[src/rtl/sa_pkg.sv]
// rtl/sa_pkg.sv - shared array defaults, control state encoding and flat-matrix indexing
package sa_pkg;

   localparam int SA_W = 16;
   localparam int SA_N = 3;

   typedef enum logic [1:0] {
      ST_IDLE  = 2'd0,
      ST_FEED  = 2'd1,
      ST_DRAIN = 2'd2
   } sa_state_t;

   // Element slot of (r,c) in a flat N*N matrix; (0,0) lives in the top slot.
   function automatic int elem_idx(input int r, input int c, input int n);
      return n * n - 1 - (r * n + c);
   endfunction

endpackage

[src/rtl/feeder_lane_sel.sv]
// rtl/feeder_lane_sel.sv - picks the skewed element for one lane at step k, or zero
module feeder_lane_sel
   import sa_pkg::*;
#(
   parameter int W    = SA_W,
   parameter int N    = SA_N,
   parameter int KW   = 3,
   parameter int LANE = 0,
   parameter bit IS_B = 1'b0
) (
   input  logic               active,
   input  logic [KW-1:0]      k,
   input  logic [W*N*N-1:0]   mat,
   output logic [W-1:0]       elem
);

   // A lanes walk along row LANE, B lanes walk down column LANE, both delayed by LANE steps
   always_comb begin
      int d;
      int idx;
      elem = '0;
      d    = int'(k) - LANE;
      idx  = 0;
      if (active && d >= 0 && d < N) begin
         if (IS_B) idx = elem_idx(d, LANE, N);
         else      idx = elem_idx(LANE, d, N);
         elem = mat[idx*W +: W];
      end
   end

endmodule

[src/rtl/matrix_skew_feeder.sv]
// rtl/matrix_skew_feeder.sv - skews a captured A/B matrix pair into systolic row/column lanes (debug ports: FEEDER_DEBUG_EN)
module matrix_skew_feeder
   import sa_pkg::*;
#(
   parameter int W = SA_W,
   parameter int N = SA_N
) (
   input  logic                       i_clk,
   input  logic                       i_rst,
   input  logic                       i_en,
   input  logic                       i_valid,
   output logic                       o_ready,
   input  logic [W*N*N-1:0]           i_A,
   input  logic [W*N*N-1:0]           i_B,
   output logic [W*N-1:0]             o_a,
   output logic [W*N-1:0]             o_b,
   output logic                       o_valid,
   output logic                       o_done
`ifdef FEEDER_DEBUG_EN
   ,
   output logic [1:0]                 o_d_state,
   output logic [$clog2(2*N)-1:0]     o_d_k
`endif
);

   localparam int            KW          = $clog2(2*N);
   localparam logic [KW-1:0] K_FEED_LAST  = KW'(2*N-2);
   localparam logic [KW-1:0] K_DRAIN_LAST = KW'(N-1);

   sa_state_t            state;
   logic [KW-1:0]        k;
   logic [W*N*N-1:0]     a_q;
   logic [W*N*N-1:0]     b_q;
   logic                 feed;

   assign feed    = (state == ST_FEED);
   assign o_ready = (state == ST_IDLE);
   assign o_valid = feed && i_en;

   // Sequencer: capture a pair, step through 2N-1 feed beats, then N drain beats
   always_ff @(posedge i_clk or negedge i_rst) begin
      if (!i_rst) begin
         state  <= ST_IDLE;
         k      <= '0;
         a_q    <= '0;
         b_q    <= '0;
         o_done <= 1'b0;
      end else begin
         o_done <= 1'b0;
         case (state)
            ST_IDLE: begin
               if (i_valid) begin
                  a_q   <= i_A;
                  b_q   <= i_B;
                  k     <= '0;
                  state <= ST_FEED;
               end
            end
            ST_FEED: begin
               if (i_en) begin
                  if (k == K_FEED_LAST) begin
                     k     <= '0;
                     state <= ST_DRAIN;
                  end else begin
                     k <= k + 1'b1;
                  end
               end
            end
            ST_DRAIN: begin
               if (i_en) begin
                  if (k == K_DRAIN_LAST) begin
                     k      <= '0;
                     state  <= ST_IDLE;
                     o_done <= 1'b1;
                  end else begin
                     k <= k + 1'b1;
                  end
               end
            end
            default: begin
               k     <= '0;
               state <= ST_IDLE;
            end
         endcase
      end
   end

   // One selector per row lane of A and per column lane of B
   for (genvar i = 0; i < N; i++) begin : g_lane
      feeder_lane_sel #(
         .W(W), .N(N), .KW(KW), .LANE(i), .IS_B(1'b0)
      ) u_a_sel (
         .active(feed),
         .k     (k),
         .mat   (a_q),
         .elem  (o_a[W*i +: W])
      );
      feeder_lane_sel #(
         .W(W), .N(N), .KW(KW), .LANE(i), .IS_B(1'b1)
      ) u_b_sel (
         .active(feed),
         .k     (k),
         .mat   (b_q),
         .elem  (o_b[W*i +: W])
      );
   end

`ifdef FEEDER_DEBUG_EN
   assign o_d_state = state;
   assign o_d_k     = k;
`endif

endmodule

[config.mk]
export PLATFORM = sky130hd
export DESIGN_NAME = matrix_skew_feeder
export DESIGN_NICKNAME = d
export VERILOG_FILES = /design/src/rtl/sa_pkg.sv /design/src/rtl/feeder_lane_sel.sv /design/src/rtl/matrix_skew_feeder.sv
export SDC_FILE = /design/constraint.sdc
export NUM_CORES = 1
export LEC_CHECK = 0
export CORE_ASPECT_RATIO = 1.2
export CORE_MARGIN = 10
export CORE_UTILIZATION = 51
export DETAILED_ROUTE_END_ITERATION = 8
export PLACE_DENSITY = 0.9
export SKIP_LAST_GASP = 1
export SLEW_MARGIN = 20
export SYNTH_ARGS = -nofsm -noshare
export SYNTH_HDL_FRONTEND = slang
export SYNTH_SLANG_ARGS = --single-unit
[constraint.sdc]
create_clock -name i_clk -period 6.5 [get_ports i_clk]
set_clock_uncertainty 0.1 [all_clocks]
set_input_delay 1.625 -clock i_clk [delete_from_list [all_inputs] [get_ports i_clk]]
set_output_delay 1.625 -clock i_clk [all_outputs]
set_load 0.02 [all_outputs]
[Word-level counts from Yosys, hierarchy flattened]
Index checks and enable logic that the tools add are counted.
Operators by class
  add/sub/neg operators: 13
  $mul: 3
  $lt $le $gt $ge: 6
  equal/unequal tests: 9
  shift-type cells: 6
  multiplexer cells: 27
  reduce and logical (&&, ||, !) cells: 11
Operators by type and width (count)
  indexed part select 144 x 32 -> 16 bit: 6
  2-to-1 mux 28 bit: 6
  subtractor 5 x 28 -> 28 bit, first input constant: 5
  2-to-1 mux 16 bit: 6
  adder 28 x 2 -> 28 bit, second input constant: 1
  adder 28 x 3 -> 28 bit, second input constant: 1
  2-to-1 mux 3 bit: 5
  multiplier 4 x 3 -> 7 bit, second input constant: 2
  2-to-1 mux 2 bit: 5
  one-hot mux 3 bit (3 select lines): 1
  greater-or-equal comparator 4 x 1 -> 1 bit, second input constant: 2
  < comparator 4 x 3 -> 1 bit, second input constant: 2
  != test 2 bit, second input constant: 4
  logical AND 1 bit: 7
  one-hot mux 2 bit (3 select lines): 1
  adder 3 x 4 -> 5 bit, first input constant: 1
  adder 4 x 4 -> 5 bit, first input constant: 1
  multiplier 3 x 2 -> 5 bit, second input constant: 1
  AND reduction 5 bit: 1
  subtractor 4 x 3 -> 5 bit, first input constant: 1
  subtractor 3 x 1 -> 4 bit, second input constant: 1
  subtractor 3 x 2 -> 4 bit, second input constant: 1
  adder 3 x 1 -> 3 bit, second input constant: 1
  equality test 3 x 2 -> 1 bit, second input constant: 1
  other kinds (10): 12
Word-level totals
  flip-flop bits (word level): 294
  output and inout port bits: 99
  word-level logic and storage cells: 80

[Logic depth before layout (Yosys ltp)]
Gate-level depths: netlist of run 1.
  depth after elaboration: 7
  mapped depth: 17
  mapped depth without buffers: 12

[Modules after synthesis]
From an unflattened synthesis of run 1, not the netlist that was laid out.
Second synthesis, totals
  cells, all modules: 1375
  area total of the unflattened synthesis: 18649.1 µm²
Modules (own cells, without submodules)
  matrix_skew_feeder: instances 1, cells an instance 650, area an instance 11185.7 µm²
  feeder_lane_sel (g_lane[1].u_b_sel): instances 1, cells an instance 156, area an instance 1441.4 µm²
  feeder_lane_sel (g_lane[1].u_a_sel): instances 1, cells an instance 132, area an instance 1333.8 µm²
  feeder_lane_sel (g_lane[2].u_b_sel): instances 1, cells an instance 135, area an instance 1301.2 µm²
  feeder_lane_sel (g_lane[2].u_a_sel): instances 1, cells an instance 138, area an instance 1288.7 µm²
  feeder_lane_sel (g_lane[0].u_a_sel): instances 1, cells an instance 85, area an instance 1198.6 µm²
  feeder_lane_sel (g_lane[0].u_b_sel): instances 1, cells an instance 79, area an instance 899.6 µm²

[Worst setup path before layout of run 1]
OpenSTA, ideal clock, no wires.
  path type: register -> output
  start point: reg k[1]
  end point: out o_b[21]
  arrival: 4.269 ns
  data required time: 4.775 ns
  path slack: 0.506 ns
  cell stages (with the launch flop): 16
  buffers on the path: 4
  cell sequence: dfrtp_1 inv_1 ha_1 ha_1 inv_1 ha_1 fa_1 clkbuf_1 buf_1 inv_1 ha_1 xnor2_1 or3_1 clkbuf_1 clkbuf_1 nor2_1
Between the ends
  longest elaborated chain between the ends: 7
  elaborated cells on any way between the ends: 11
  classes of those cells: add/sub (3); mul (1); order compare (2); shift (1); mux (2); reduce/logical (2)
RTL lines
  from (decl): line matrix_skew_feeder.sv:31  | logic [KW-1:0] k;
  from (signal assigned): line matrix_skew_feeder.sv:65  | k <= k + 1'b1;
  from (signal assigned): line matrix_skew_feeder.sv:76  | k <= k + 1'b1;
  subtractor 3 x 1 -> 4 bit *: line feeder_lane_sel.sv:22  | d = int'(k) - LANE;
  multiplier 4 x 3 -> 7 bit: line sa_pkg.sv:15  | return n * n - 1 - (r * n + c);
  adder 28 x 2 -> 28 bit: line sa_pkg.sv:15
  subtractor 5 x 28 -> 28 bit: line sa_pkg.sv:15
  2-to-1 mux 28 bit: line feeder_lane_sel.sv:24  | if (active && d >= 0 && d < N) begin
  indexed part select 144 x 32 -> 16 bit: line feeder_lane_sel.sv:27  | elem = mat[idx*W +: W];
  2-to-1 mux 16 bit *: line feeder_lane_sel.sv:24
  to (decl): line matrix_skew_feeder.sv:16  | output logic [W*N-1:0] o_b,
Every way passes the cells marked *; elsewhere a longest branch is shown, timed or not. The select of a mux whose other input is x is not followed.

[Final worst setup path of run 1]
  start point: reg k[0]
  end point: out o_b[16]
Same word-level chain as after synthesis.

==> results of run 1 <==
## worst max-delay path, stage by stage, from the launching register on
cell,delay [ns]
dfrtp_4,0.50
inv_1,0.12
ha_4,0.26
ha_2,0.38
ha_1,0.30
inv_1,0.04
ha_1,0.20
fa_1,0.51
inv_1,0.05
ha_1,0.20
xnor2_1,0.12
or3_4,0.50
nor2_1,0.17
clkdlybuf4s50_1,0.65
## cell usage in the layout, fill, tap and decap left out, types with 29 or more instances in the layout
cell type        synthesis  final
a22oi_1                 48     48
buf_4                   20     29
clkbuf_16                0     31
clkdlybuf4s50_1          0    387
dfrtp_1                294    293
mux2_2                 321    321
mux2i_1                147    147
mux4_2                  47     47
nand2_1                 98     97
nor2_1                 139    139
o21ai_0                 47     47
## power by group
group,internal [uW],leakage (uW),switching (uW)
combinational,3250,0.00482,3590
sequential,2770,0.00346,633
clock,1190,0.000542,760
total,7200,0.00882,4980
## cell type report
type                            count  area, um2
Clock buffer                       45        898
Timing Repair Buffer              422       4200
Clock inverter                     12        219
Inverter                           13       48.8
Antenna cell                       19       47.5
Sequential cell                   294       7360
Multi-Input combinational cell   1023       9150
Fill cell                        2351      10600
Tap cell                          450        563
## through the flow
| step | power (uW) | util [%] | hold slack (ns) |
|---|---|---|---|
| 2_1_floorplan | 8090 | - | 0.379 |
| 3_3_place_gp | 9850 | 64.4 | 0.386 |
| 3_5_place_dp | 10100 | 64.4 | 0.393 |
| 4_1_cts | 12100 | 67.8 | 0.407 |
| 5_1_grt | 12800 | 68.0 | 0.417 |
| 6_report | 12200 | 68.0 | 0.405 |
## flip-flops by register name, indices dropped and copies added, names as in the netlist
signal  cells
a_q       144
b_q       144
k           3
o_done      1
state       2
## cells by family (layout without fill, tap and decap cells)
family / Yosys count / in the layout / synth area share (%)
muxes: 515 / 515 / 36.1
DFF: 294 / 294 / 43.2
and+or+nand+nor: 278 / 278 / 7.04
AOI/OAI and AO/OA: 187 / 187 / 7.09
buffers and inverters: 119 / 492 / 3.41
adders and majority gates: 28 / 28 / 2.15
xor gates and xnor gates: 15 / 15 / 1.01
other: 0 / 19 / 0
## metal layers
| layer | track usage [%] | vias up | wire length, um |
|---|---|---|---|
| met5 | 0 | - | 39 |
| met1 | 31.3 | 6597 | 21000 |
| met2 | 43.2 | 777 | 27500 |
| met4 | 18.4 | 6 | 3660 |
| met3 | 6.19 | 175 | 4900 |
| li1 | - | 5938 | - |
## what timing repair did
item                       CTS  global route
resized for setup            3             4
pin swaps                    0             0
setup endpoints to repair   15            15
## how the worst max path moves through the flow
| stage | slack, ns | startpoint | cells past startpoint | end |
|---|---|---|---|---|
| 3_5_place_dp | 0.44 | k[0] | 12 | o_b[21] |
| 6_report | 0.18 | k[0] | 13 | o_b[16] |
| 2_1_floorplan | 0.51 | k[1] | 15 | o_b[21] |
| 3_3_place_gp | 0.53 | k[0] | 12 | o_b[17] |
| 4_1_cts | 0.04 | k[0] | 11 | o_b[21] |
| 5_1_grt | 0.02 | k[0] | 13 | o_b[16] |
==> results.sh, run 1 <==
export IMPL_layout_setup_ws_ns=0.181
export IMPL_power_leakage_uw=0.00882
export IMPL_power_density_mw_per_mm2=542
export IMPL_vias=13493
export IMPL_vias_per_cell=5.92
export IMPL_synth_edf_count=0
export IMPL_place_gp_congestion=0.956
export IMPL_stdcell_area_mm2=0.0225
export IMPL_htree_levels=1
export IMPL_core_area_mm2=0.0331
export IMPL_drive_gt1_share_pct=26.4
export IMPL_rows=73
export IMPL_track_usage_pct=26.7
export IMPL_fmax_ghz=0.158
export IMPL_ant_nets=0
export IMPL_synthesis_area_mm2=0.0170
export IMPL_finalSetupViolations=0
export IMPL_totalWireLength_um=57100
export IMPL_rsz0062_at_grt="no"
export IMPL_ys_ff_latch=294
export IMPL_portBuffers=390
export IMPL_die_area_mm2=0.0411
export IMPL_die_h_um=220
export IMPL_fin_nets=2105
export IMPL_fin_crit_ns=6.32
export IMPL_hold_viol=0
export IMPL_worstHoldPathType="reg2reg"
export IMPL_grt_pass1_wl_um=85500
export IMPL_synthTopCellsByArea="dfrtp_1 (43%), mux2_2 (21%), mux2i_1 (8.6%)"
export IMPL_drt_iter0_drc=1385
export IMPL_rr_endpoint="k[0]"
export IMPL_vdd_ir_drop_max_mv=0.371
export IMPL_min_from="b_q[50]"
export IMPL_detail_route_first_pass_iterations=6
export IMPL_wire_per_inst_um=25.1
export IMPL_initial_core_util_pct=51.5
export IMPL_ys_types=56
export IMPL_slew_headroom_pct=28.7
export IMPL_synth_most_common_cell="mux2_2"
export IMPL_cts_root_buffer="clkbuf_16"
export IMPL_post_place_ws_ns=0.439
export IMPL_stdcell_count=2278
export IMPL_antenna_found_initial=20
export IMPL_route_detailed_drc=0
export IMPL_r2r_start="k[0]"
export IMPL_critPathMaxFanout=16
export IMPL_place_area_mm2=0.0213
export IMPL_worstSetupStartpointType="flop"
export IMPL_grt_start_max_net_pins=149
export IMPL_status="complete, no violations"
export IMPL_clk_latency_ns=0.58
export IMPL_max_cap_violations=0
export IMPL_synthTopCellsByCount="mux2_2 (321), dfrtp_1 (294), mux2i_1 (147)"
export IMPL_worst_setup_path_type="reg2out"
export IMPL_hold_depth=1
export IMPL_first_global_vias=14151
export IMPL_synth_top_area_cell="dfrtp_1"
export IMPL_pin_count=391
export IMPL_yosys_most_used_dff="dfrtp_1"
export IMPL_yosys_warnings=0
export IMPL_post_route_period_util_pct=97.2
export IMPL_synthCells=1436
export IMPL_area_growth_synth_to_final_pct=32.1
export IMPL_required_ns=4.78
export IMPL_slew_viol_final=0
export IMPL_synth_top_area_share_pct=43.2
export IMPL_clkTransAtPathRegs_ns=0.06
export IMPL_end_kind="primary output"
export IMPL_dp_hpwl_um=42200
export IMPL_cts_setup_buffers=0
export IMPL_synth_async_reset_ratio_pct=100
export IMPL_r2r_slack_ns=4.16
export IMPL_synth_nets=1756
export IMPL_clkSinkCount=294
export IMPL_cts_tree="yes"
export IMPL_cts_buffers=31
export IMPL_holdPathEnd="b_q[50]"
export IMPL_yosysSeqAreaShare_pct=43.2
export IMPL_die_w_um=187
export IMPL_arrival_ns=4.59
export IMPL_placed_cells=2202
export IMPL_postCtsHoldBufs=0
export IMPL_worstMarginPinSlew_ns=1.07
export IMPL_ctsLongestPathBuffers=3
export IMPL_overflow=0
export IMPL_worstRegToRegCells=8
export IMPL_avgSynthCellArea_um2=11.9
export IMPL_setup_tns_ns=0
No activity file was read; power rests on OpenSTA's default activity.
==> run 2, diff against run 1 <==
- SKIP_CTS_REPAIR_TIMING: unset -> 1
==> run 2 against run 1 <==
Sequential share of layout area unchanged. Sequential cell count unchanged. Hold slack about the same. Non-clock buffer count unchanged. Cell count unchanged. Routed wire length about the same. Largest cell class unchanged. Largest power group unchanged.
==> results.sh, run 2 (same netlist as run 1, synthesis figures left out) <==
export IMPL_hold_viol=0
export IMPL_holdPathEnd="b_q[50]"
export IMPL_status="complete, no violations"
export IMPL_max_cap_violations=0
export IMPL_post_route_util_pct=68.0
export IMPL_end_kind="primary output"
export IMPL_layout_setup_ws_ns=0.183
export IMPL_power_leakage_uw=0.00882
export IMPL_hold_depth=1
export IMPL_post_place_ws_ns=0.439
export IMPL_clkSinkCount=294
export IMPL_worstHoldPathType="reg2reg"
export IMPL_worstMarginPinSlew_ns=1.05
export IMPL_arrival_ns=4.59
export IMPL_antenna_found_initial=20
export IMPL_worst_path_buf_inv=4
export IMPL_r2r_start="k[0]"
export IMPL_drt_iter0_drc=1290
export IMPL_critPathMaxFanout=16
export IMPL_fmax_ghz=0.158
export IMPL_wire_per_inst_um=25.0
export IMPL_cts_root_buffer="clkbuf_16"
export IMPL_route_detailed_drc=0
export IMPL_crit_family="adder cells"
export IMPL_min_from="b_q[50]"
export IMPL_grt_pass1_wl_um=85500
export IMPL_die_area_mm2=0.0411
export IMPL_dp_hpwl_um=42200
export IMPL_post_route_period_util_pct=97.2
export IMPL_mostFrequentLayoutCell="clkdlybuf4s50_1"
export IMPL_max_stage_delay_ns=0.64
export IMPL_worstSetupStartpointType="flop"
export IMPL_clk_latency_ns=0.57
export IMPL_hold_ws_ns=0.405
export IMPL_stdcell_area_mm2=0.0225
export IMPL_cts_tree="yes"
export IMPL_fin_nets=2105
export IMPL_fin_crit_ns=6.32
export IMPL_rsz0062_at_grt="no"
export IMPL_place_gp_congestion=0.956
export IMPL_placed_cells=2202
export IMPL_overflow=0
export IMPL_final_cell_mix="clkdlybuf4s50_1 (387), mux2_2 (321), dfrtp_1 (293)"
export IMPL_finalSetupViolations=0
export IMPL_ant_nets=0
export IMPL_die_w_um=187
export IMPL_slew_headroom_pct=29.8
export IMPL_crit_path_cell_trace="inv_1 > ha_4 > ha_2 > ha_1 > inv_1 > ha_1 > fa_1 > inv_1 > ha_1 > xnor2_1 > or3_4 > nor2_1 > clkdlybuf4s50_1"
export IMPL_totalWireLength_um=57100
export IMPL_initial_core_util_pct=51.5
export IMPL_die_h_um=220
export IMPL_pin_count=391
export IMPL_core_area_mm2=0.0331
export IMPL_cp_depth=13
export IMPL_worst_setup_path_type="reg2out"
export IMPL_required_ns=4.78
export IMPL_place_area_mm2=0.0213
export IMPL_rr_endpoint="k[0]"
export IMPL_reg_top3="a_q (144), b_q (144), k (3)"
export IMPL_slowest_stage="clkdlybuf4s50_1"
export IMPL_slew_viol_final=0
export IMPL_worstRegToRegCells=8
export IMPL_r2r_slack_ns=4.15
export IMPL_vias_per_cell=5.92
export IMPL_grt_start_max_net_pins=149
export IMPL_portBuffers=390
export IMPL_htree_levels=1
export IMPL_cts_buffers=31
export IMPL_clkTransAtPathRegs_ns=0.06
export IMPL_ctsLongestPathBuffers=3
export IMPL_first_global_vias=14130
export IMPL_vias=13486
export IMPL_track_usage_pct=26.7
export IMPL_rows=73
export IMPL_power_density_mw_per_mm2=542
export IMPL_area_growth_synth_to_final_pct=32.1
export IMPL_vdd_ir_drop_max_mv=0.373
export IMPL_stdcell_count=2278
export IMPL_detail_route_first_pass_iterations=5
export IMPL_drive_gt1_share_pct=26.4
-- run 2: cell counts in the layout (fill, tap and decap cells not counted) --
Identical to the previous run, type by type.
-- run 2: layout make-up --
| cell class | instances | area [um2] |
|---|---|---|
| multi-input combinational | 1023 | 9150 |
| inverter | 13 | 48.8 |
| fill | 2351 | 10600 |
| sequential | 294 | 7360 |
| antenna | 19 | 47.5 |
| clock buffer | 45 | 898 |
| timing repair buffer | 422 | 4200 |
| tap | 450 | 563 |
| clock inverter | 12 | 219 |
-- run 2: worst register-to-register path, cell delays in order (launching register included) --
cell and delay, ns:
dfrtp_4 0.50, inv_1 0.12, buf_4 0.18, ha_1 0.37, or2b_1 0.29, a21o_1 0.19
nand2_1 0.09, nor2_1 0.05, mux2_2 0.32
-- run 2: where the power goes --
group / leakage [uW] / switching, uW / internal (uW)
clock network: 0.000542 / 762 / 1190
logic: 0.00482 / 3580 / 3250
registers: 0.00346 / 632 / 2770
-- run 2: stage by stage --
stage | TNS [ns] | total power (uW)
2_1_floorplan | 0 | 8090
3_3_place_gp | 0 | 9850
3_5_place_dp | 0 | 10100
4_1_cts | -2.67 | 12100
5_1_grt | 0 | 12800
6_report | 0 | 12200
-- run 2: layer usage --
layer	track usage [%]	routed length [um]
met3	6.19	5070
met4	18.4	3680
met5	0	39
met1	31.3	20900
met2	43.2	27400
-- run 2: how the worst max path moves through the flow --
stage,endpoint,from,slack [ns]
floorplan,o_b[21],k[1],0.51
global placement,o_b[17],k[0],0.53
detailed placement,o_b[21],k[0],0.44
CTS,o_b[21],k[0],-0.22
global route,o_b[16],k[0],0.02
finish,o_b[16],k[0],0.18
